**src/rtl/hazard_stall_unit.sv**
```systemverilog
// Load-use / branch-operand stall detector for the 5-stage pipe; drives PC, IF/ID and ID/EX enables.
// Zero latency: enables are combinational from state + inputs; MemBusy freezes everything.
module hazard_stall_unit #(
   parameter int REG_W = 5,
   parameter int CNT_W = 16
) (
   input  logic             clk,
   input  logic             rst_n,
   input  logic [REG_W-1:0] IDRegRs,
   input  logic [REG_W-1:0] IDRegRt,
   input  logic             IDUseRs,
   input  logic             IDUseRt,
   input  logic             IDBranch,
   input  logic             EXRegWrite,
   input  logic             EXMemRead,
   input  logic [REG_W-1:0] EXRegDst,
   input  logic             MEMMemRead,
   input  logic [REG_W-1:0] MEMRegDst,
   input  logic             MemBusy,
   input  logic             BranchTaken,
   input  logic             StallClear,
   output logic             PCWrite,
   output logic             IFIDWrite,
   output logic             IDEXBubble,
   output logic             IFFlush,
   output logic [CNT_W-1:0] StallCount
);

   typedef enum logic {RUN = 1'b0, STALL = 1'b1} state_t;

   state_t     state, state_nxt;
   logic       remain, remain_nxt;
   logic       m_ex, m_mem;
   logic [1:0] need;

   always_comb begin
      m_ex  = (EXRegDst != '0) &&
              ((IDUseRs && (EXRegDst == IDRegRs)) || (IDUseRt && (EXRegDst == IDRegRt)));
      m_mem = (MEMRegDst != '0) &&
              ((IDUseRs && (MEMRegDst == IDRegRs)) || (IDUseRt && (MEMRegDst == IDRegRt)));
   end

   // A branch resolved in ID behind a load needs the load through MEM: two bubbles.
   always_comb begin
      need = 2'd0;
      if (IDBranch && EXMemRead && m_ex)
         need = 2'd2;
      else if ((!IDBranch && EXMemRead && m_ex) ||
               (IDBranch && EXRegWrite && !EXMemRead && m_ex) ||
               (IDBranch && MEMMemRead && m_mem))
         need = 2'd1;
   end

   always_ff @(posedge clk) begin
      if (!rst_n) begin
         state      <= RUN;
         remain     <= 1'b0;
         StallCount <= '0;
      end else begin
         state  <= state_nxt;
         remain <= remain_nxt;
         if (StallClear)
            StallCount <= '0;
         else if (IDEXBubble && (StallCount != '1))
            StallCount <= StallCount + CNT_W'(1);
      end
   end

   always_comb begin
      state_nxt  = state;
      remain_nxt = remain;
      if (!MemBusy) begin
         case (state)
            RUN: begin
               if (need == 2'd2) begin
                  state_nxt  = STALL;
                  remain_nxt = 1'b1;
               end
            end
            STALL: begin
               remain_nxt = remain - 1'b1;
               if (remain_nxt == 1'b0)
                  state_nxt = RUN;
            end
            default: state_nxt = RUN;
         endcase
      end
   end

   always_comb begin
      PCWrite    = 1'b0;
      IFIDWrite  = 1'b0;
      IDEXBubble = 1'b0;
      IFFlush    = 1'b0;
      if (!rst_n) begin
         IDEXBubble = 1'b1;
      end else if (!MemBusy) begin
         if ((state == STALL) || (need != 2'd0)) begin
            IDEXBubble = 1'b1;
         end else begin
            PCWrite   = 1'b1;
            IFIDWrite = 1'b1;
            IFFlush   = BranchTaken;
         end
      end
   end

endmodule
```
**config.mk**
```make
export PLATFORM = sky130hd
export DESIGN_NAME = hazard_stall_unit
export DESIGN_NICKNAME = d
export VERILOG_FILES = /design/src/rtl/hazard_stall_unit.sv
export SDC_FILE = /design/constraint.sdc
export NUM_CORES = 1
export LEC_CHECK = 0
export ABC_CLOCK_PERIOD_IN_PS = 2500
export BUFFER_PORTS_ARGS = -buffer_cell sky130_fd_sc_hd__buf_2
export CELL_PAD_IN_SITES_DETAIL_PLACEMENT = 1
export CELL_PAD_IN_SITES_GLOBAL_PLACEMENT = 2
export CORE_MARGIN = 5
export CORE_UTILIZATION = 26
export CTS_CLUSTER_DIAMETER = 40
export DETAILED_ROUTE_END_ITERATION = 10
export GPL_TIMING_DRIVEN = 0
export PLACE_DENSITY_LB_ADDON = 0.08
export SLEW_MARGIN = 20
export SYNTH_ARGS = -nofsm -noshare
export SYNTH_HDL_FRONTEND = slang
export SYNTH_SLANG_ARGS = --single-unit
```
**constraint.sdc**
```tcl
create_clock -name clk -period 2.5 [get_ports clk]
set_input_delay 0.5 -clock clk [delete_from_list [all_inputs] [get_ports clk]]
set_output_delay 0.5 -clock clk [all_outputs]
set_load 0.05 [all_outputs]
```
* After elaboration in Yosys (flattened, before gate mapping)
Cells that the tools add are included.
** Word-level totals
- Register bits :: 18
- Bits of input ports :: 31
- Output and inout port bits :: 20
- Logic and storage cells :: 59
** Cells by class
- Mux-type cells :: 16
- Bitwise gates (word level) :: 3
- $add $sub $neg :: 2
- Reduce and logical (&&, ||, !) cells :: 28
- Equal/unequal tests :: 7
** Operator list (number)
- 5-bit == test :: 4
- 16-bit by 1-bit adder with 16-bit output, second input constant :: 1
- 1-bit logical AND :: 16
- 16-bit != test, second input constant :: 1
- 1-bit two-way mux :: 13
- 5-bit nonzero test :: 2
- 1-bit logical OR :: 5
- 1-bit one-hot mux with 2 select lines :: 2
- 1-bit NOT :: 3
- 2-bit == test, second input constant :: 1
- 1-bit logical NOT :: 2
- 2-bit two-way mux :: 1
- 2-bit != test, second input constant :: 1
- 2-bit AND reduction :: 1
- 2-bit nonzero test :: 1
- 2-bit OR reduction :: 1
- 1-bit subtractor, second input constant :: 1

* Depth between registers and ports, before layout
Gate-level depths: netlist (run 1).
- Depth in word-level cells :: 15
- Mapped depth :: 9
- Mapped depth without buffers :: 8

* Worst setup path after synthesis (run 1)
OpenSTA, ideal clock, no wires.
- Kind :: in2out
- Start :: input EXRegDst[1]
- End :: output IFFlush
- Data arrival time :: 2141 ps
- Stages :: 5
- Path buffers :: 0
- Data required time :: 2000 ps
- Slack :: -141 ps
- Cell sequence :: or4_1 nor2_1 nand3b_2 and4b_2 and2_1
** Between the ends
- Longest elaborated chain between the ends :: 14
** RTL lines
- start, declared :: RTL line 16 : input logic [REG_W-1:0] EXRegDst,
- 5-bit == test :: RTL line 38 : ((IDUseRs && (EXRegDst == IDRegRs)) || (IDUseRt && (EXRegDst == IDRegRt)));
- 1-bit logical AND :: RTL line 38
- 1-bit logical OR :: RTL line 38
- 1-bit logical AND (*) :: RTL line 37 : m_ex = (EXRegDst != '0) &&
- 1-bit logical AND, on equally long branches :: RTL line 48, 49
- 1-bit logical OR :: RTL line 48 : else if ((!IDBranch && EXMemRead && m_ex) ||
- 1-bit logical OR :: RTL line 49 : (IDBranch && EXRegWrite && !EXMemRead && m_ex) ||
- 1-bit two-way mux :: RTL line 48
- 2-bit two-way mux (*) :: RTL line 46 : if (IDBranch && EXMemRead && m_ex)
- 2-bit nonzero test (*) :: RTL line 98 : if ((state == STALL) || (need != 2'd0)) begin
- 1-bit logical OR (*) :: RTL line 98
- 1-bit two-way mux (*) :: RTL line 98
- 1-bit two-way mux (*) :: RTL line 97 : end else if (!MemBusy) begin
- 1-bit two-way mux (*) :: RTL line 95 : if (!rst_n) begin
- end, declared :: RTL line 25 : output logic IFFlush,
Mark *: on every way between the ends. The rest lies on a longest branch, timed or not.

* Worst setup path after layout (run 1)
Ends and elaborated chain as after synthesis.

==> impl_metrics.env, run 1 <==
export IMPL_tritoncts="yes"
export IMPL_start_util_pct=26.6
export IMPL_io_buffers=49
export IMPL_row_count=25
export IMPL_ant_nets=0
export IMPL_hp_start="StallCount[8]$_SDFFE_PP0P_"
export IMPL_crit_arrival_ns=1.98
export IMPL_die_w_um=79.0
export IMPL_cts_buffers=3
export IMPL_syn_inst=151
export IMPL_ys_seq_elements=18
export IMPL_r2r_start="StallCount[0]$_SDFFE_PP0P_"
export IMPL_leakage_nw=0.729
export IMPL_peakVddDrop_v=0.000187
export IMPL_period_share_pct=99.2
export IMPL_htreeDepth=1
export IMPL_cts_max_path_buffers=2
export IMPL_grt_max_degree=11
export IMPL_fillers=570
export IMPL_min_path_type="flop to flop"
export IMPL_totalWireLength_um=3900
export IMPL_hold_path_depth=2
export IMPL_critPathLaunchType="input port"
export IMPL_max_freq_ghz=0.403
export IMPL_clk_pin_slew_ns=0.07
export IMPL_multi_input_area_sq_um=862
export IMPL_dieArea_sq_um=6240
export IMPL_slew_headroom_pct=57.3
export IMPL_antenna_found_initial=0
export IMPL_diodes=0
export IMPL_drcViolationCount=0
export IMPL_clock_latency_ns=0.25
export IMPL_hpwl_um=3160
export IMPL_syn_num_nets=183
export IMPL_cp_max_fo=3
export IMPL_netlist_area_sq_um=1240
export IMPL_vias=1301
export IMPL_finalNetCount=239
export IMPL_whs_endpoint="StallCount[8]$_SDFFE_PP0P_"
export IMPL_power_density_nw_per_um2=402
export IMPL_first_pass_iters=3
export IMPL_die_y_um=79.0
export IMPL_syn2layout_area_growth_pct=34.3
export IMPL_drive_gt1_share_pct=34.5
export IMPL_path_class="input port to output port"
export IMPL_finalWorstSetupSlack_ns=0.0206
export IMPL_cap_violations=0
export IMPL_skew_ns=0.00488
export IMPL_grt_pass1_wl_um=6530
export IMPL_syn_area_per_cell_sq_um=8.19
export IMPL_grt_use_total_pct=12.8
export IMPL_hold_viol_final=0
export IMPL_viasPerCell=5.00
export IMPL_yosysSeqAreaShare_pct=29.1
export IMPL_period_needed_ns=2.48
export IMPL_grt_pass1_vias=1354
export IMPL_synthAdderAreaFrac_pct=1.01
export IMPL_gr_total_overflow=0
export IMPL_clock_root_buffer="clkbuf_8"
export IMPL_r2r_setup_slack_ns=0.26
export IMPL_place_congestion=0.738
export IMPL_clock_sinks=18
export IMPL_io_pins=51
export IMPL_wl_per_cell_um=15.0
export IMPL_ys_types=37
export IMPL_status="complete, no violations"
export IMPL_finalSetupViolCount=0
export IMPL_yosys_area_share_xor_xnor_pct=14.9
export IMPL_r2r_cells=9
export IMPL_synth_warning_count=0
export IMPL_timing_max_transition_violations_final=0
export IMPL_cp_end_kind="output port"
export IMPL_coreArea_sq_um=4660
export IMPL_cp_required_ns=2.00
export IMPL_tightest_slew_ns=0.638
export IMPL_drt_iter0_drc=12
export IMPL_synth_top_family_by_area="simple AND/OR/NAND/NOR gates"
export IMPL_total_power_mw=0.669
export IMPL_place_worst_setup_slack_ns=-0.198
export IMPL_yosys_area_share_simple_pct=29.5
export IMPL_muxShareOfSynthArea_pct=4.85
export IMPL_synth_compound_area_share_pct=17.8
export IMPL_rr_endpoint="StallCount[10]$_SDFFE_PP0P_"
export IMPL_layout_area_seq_sq_um=360
export IMPL_final_common_cell="buf_2"
export IMPL_rsz0062_at_grt="yes"
export IMPL_final_cell_mix="46 x buf_2, 21 x xnor2_1, 19 x nand2_1"
where the power goes:
part,switching [mW],leakage [nW],internal [mW]
combinational,0.0761,0.555,0.0604
sequential,0.00161,0.145,0.288
clock,0.103,0.0288,0.140
worst max-delay path, stage by stage:
cell      delay [ns]
buf_2           0.12
or4_4           0.56
nor2_4          0.13
nand3b_2        0.13
and4b_2         0.25
and2_4          0.15
buf_8           0.13
layer usage:
| layer | vias to the layer above | track usage, % | wire (um) |
|---|---|---|---|
| met3 | 2 | 3.40 | 236 |
| met4 | 0 | 2.06 | 22 |
| met5 | - | 0 | 0 |
| met1 | 614 | 14.0 | 1600 |
| met2 | 34 | 24.7 | 2040 |
| li1 | 651 | - | - |
synthesized netlist by cell type (all sizes together):
| cell | number | area [sq um] |
|---|---|---|
| xnor2 | 21 | 184 |
| nor2 | 14 | 52.6 |
| inv | 3 | 11.3 |
| a41oi | 1 | 8.76 |
| dfxtp | 18 | 360 |
| a211oi | 2 | 15.0 |
| a21o | 2 | 17.5 |
| or4 | 1 | 7.51 |
| a31oi | 2 | 12.5 |
| o22ai | 2 | 12.5 |
| o21a | 1 | 7.51 |
| a41o | 1 | 10.0 |
| and4 | 1 | 8.76 |
| clkbuf | 2 | 7.51 |
| nand2b | 6 | 37.5 |
| nor3 | 1 | 5.00 |
| nand4b | 1 | 8.76 |
| ha | 1 | 12.5 |
| and2 | 2 | 12.5 |
| nor2b | 4 | 27.5 |
| and3 | 4 | 30.0 |
| nand4 | 9 | 56.3 |
| and4b | 1 | 11.3 |
| nand2 | 19 | 71.3 |
| nand3 | 5 | 25.0 |
| a2111oi | 1 | 27.5 |
| a31o | 5 | 43.8 |
| buf | 3 | 16.3 |
| a21oi | 9 | 45.0 |
| mux2i | 6 | 60.1 |
| nand3b | 1 | 11.3 |
| o211a | 2 | 20.0 |
worst max-delay path by stage:
| stage | start | to | slack (ns) |
|---|---|---|---|
| 2_1_floorplan | EXRegDst[1] | IFFlush | 0.05 |
| 3_3_place_gp | IDRegRt[0] | StallCount[15]$_SDFFE_PP0P_ | -0.12 |
| 3_5_place_dp | EXRegDst[1] | StallCount[9]$_SDFFE_PP0P_ | -0.20 |
| 4_1_cts | EXRegDst[1] | IFFlush | 0.002 |
| 5_1_grt | EXRegDst[1] | IDEXBubble | -0.03 |
| 6_report | EXRegDst[1] | IFFlush | 0.02 |
final cells by class:
type,count,share of cell area (%)
timing repair buffer,51,16.9
multi-input combinational,125,51.9
buffer,5,1.43
inverter,3,0.678
tap,54,4.07
sequential,18,21.7
clock buffer,4,3.31
cell families after synthesis:
family	Yosys count
flip-flops	18
AND/OR/NAND/NOR	69
buffers and inverters	8
XOR/XNOR	21
adder cells (fa/ha/maj)	1
AO/OA/AOI/OAI	28
multiplexers	6
through the flow:
stage               cells  instance area, sq um  util [%]  setup TNS, ns  hold WS [ns]
floorplan             151                  1240         -              0         0.493
global placement      254                  1550      33.3         -0.707         0.465
detailed placement    254                  1550      33.3          -1.11         0.483
CTS                   258                  1630      34.9              0         0.501
global route          260                  1660      35.7        -0.0637         0.553
finish                260                  1660      35.7              0         0.499
registers in the layout (all words and copies together), names as in the netlist:
signal / cells
state: 1
StallCount: 16
remain: 1
repair_timing:
action / 4_1_cts / 5_1_grt
pin swaps: 1 / 1
buffers inserted: 0 / 2
gates resized for setup: 6 / 5
endpoints found under the setup margin: 4 / 9
hold buffers: 0 / 0
No activity file was read; power rests on OpenSTA's default activity.
==> inputs of run 2 (changes only) <==
HOLD_SLACK_MARGIN = 0.12   (was unset)
RECOVER_POWER = 25   (was unset)
==> impl_metrics.env, run 2 (synthesis results as in run 1) <==
export IMPL_path_class="input port to output port"
export IMPL_power_density_nw_per_um2=405
export IMPL_totalWireLength_um=3890
export IMPL_gr_total_overflow=0
export IMPL_clock_latency_ns=0.25
export IMPL_r2r_start="StallCount[0]$_SDFFE_PP0P_"
export IMPL_top_register="StallCount"
export IMPL_place_congestion=0.738
export IMPL_first_pass_iters=3
export IMPL_status="complete, no violations"
export IMPL_ctsHoldBuffers=0
export IMPL_min_path_type="flop to flop"
export IMPL_grt_max_degree=11
export IMPL_slew_headroom_pct=57.3
export IMPL_tritoncts="yes"
export IMPL_max_freq_ghz=0.403
export IMPL_grt_pass1_wl_um=6530
export IMPL_cp_max_fo=3
export IMPL_cts_max_path_buffers=2
export IMPL_clk_pin_slew_ns=0.07
export IMPL_rsz0062_at_grt="yes"
export IMPL_largestRegisters="StallCount: 16 flops, remain: 1 flops, state: 1 flops"
export IMPL_dieArea_sq_um=6240
export IMPL_period_share_pct=99.2
export IMPL_finalSetupViolCount=0
export IMPL_final_common_cell="buf_2"
export IMPL_drt_iter0_drc=12
export IMPL_grt_use_total_pct=12.8
export IMPL_drcViolationCount=0
export IMPL_peakVddDrop_v=0.000187
export IMPL_period_needed_ns=2.48
export IMPL_cap_violations=0
export IMPL_vias=1303
export IMPL_largest_reg_flops=16
export IMPL_finalWorstSetupSlack_ns=0.0206
export IMPL_drive_gt1_share_pct=30.6
export IMPL_cp_end_kind="output port"
export IMPL_startpoint="EXRegDst[1]"
export IMPL_tightest_slew_ns=0.640
export IMPL_crit_arrival_ns=1.98
export IMPL_io_pins=51
export IMPL_cp_required_ns=2.00
export IMPL_die_y_um=79.0
export IMPL_finalNetCount=239
export IMPL_cts_buffers=3
export IMPL_viasPerCell=5.01
export IMPL_start_util_pct=26.6
export IMPL_total_power_mw=0.669
export IMPL_place_worst_setup_slack_ns=-0.198
export IMPL_htreeDepth=1
export IMPL_coreArea_sq_um=4660
export IMPL_die_w_um=79.0
export IMPL_hold_viol_final=0
export IMPL_clock_sinks=18
export IMPL_syn2layout_area_growth_pct=33.5
export IMPL_hp_start="StallCount[8]$_SDFFE_PP0P_"
export IMPL_timing_max_transition_violations_final=0
export IMPL_grt_pass1_vias=1354
export IMPL_final_cell_mix="38 x buf_2, 21 x xnor2_1, 19 x nand2_1"
export IMPL_antenna_found_initial=0
export IMPL_skew_ns=0.00503
export IMPL_row_count=25
export IMPL_fin_area_sq_um=1650
export IMPL_whs_ns=0.500
export IMPL_r2r_setup_slack_ns=0.26
export IMPL_hpwl_um=3160
export IMPL_clock_root_buffer="clkbuf_8"
export IMPL_ant_nets=0
export IMPL_fin_util_pct=35.4
export IMPL_critPathLaunchType="input port"
export IMPL_io_buffers=49
export IMPL_diodes=0
export IMPL_wl_per_cell_um=15.0
export IMPL_leakage_nw=0.694
export IMPL_postPlaceCellArea_sq_um=1550
==> run 2: cell count changes in the layout (fill, tap and decap cells not counted) <==
cell	change
buf_2	-8
clkbuf_1	+8
==> run 2: final timing paths <==
path,endpoint,depth (start not counted)
hold reg to reg,StallCount[8]$_SDFFE_PP0P_,2
setup reg to reg,StallCount[8]$_SDFFE_PP0P_,9
hold / removal,StallCount[8]$_SDFFE_PP0P_,2
setup / recovery,IFFlush,7
==> run 2: report_power, final <==
part	internal [mW]	leakage [nW]	switching, mW
combinational	0.0604	0.520	0.0760
clock	0.140	0.0288	0.103
sequential	0.288	0.145	0.00161
==> run 2: worst max-delay path: stages <==
cell	delay, ns
buf_2	0.12
or4_4	0.56
nor2_4	0.13
nand3b_2	0.13
and4b_2	0.25
and2_4	0.15
buf_8	0.13
==> run 2: layout make-up <==
class,instances,area (sq um)
Clock buffer,4,55.1
Timing Repair Buffer,51,272
Tap cell,54,67.6
Buffer,5,23.8
Sequential cell,18,360
Fill cell,574,3010
Multi-Input combinational cell,125,862
Inverter,3,11.3
==> run 2: metal layers <==
layer / vias up / share of wire [%] / track usage [%]
met2: 34 / 53 / 24.7
met3: 2 / 6.0 / 3.40
li1: 651 / - / -
met5: - / 0 / 0
met1: 616 / 41 / 14.0
met4: 0 / 0.57 / 2.06
==> run 2: timing repair <==
action                                  in CTS  in global routing
endpoints found under the setup margin       4                  9
gates resized for setup                      6                  5
pin swaps                                    1                  1
buffers inserted                             0                  2
==> run 2: through the flow <==
step,std cells,TNS (ns)
2_1_floorplan,151,0
3_3_place_gp,254,-0.707
3_5_place_dp,254,-1.11
4_1_cts,258,0
5_1_grt,260,-0.0637
6_report,260,0
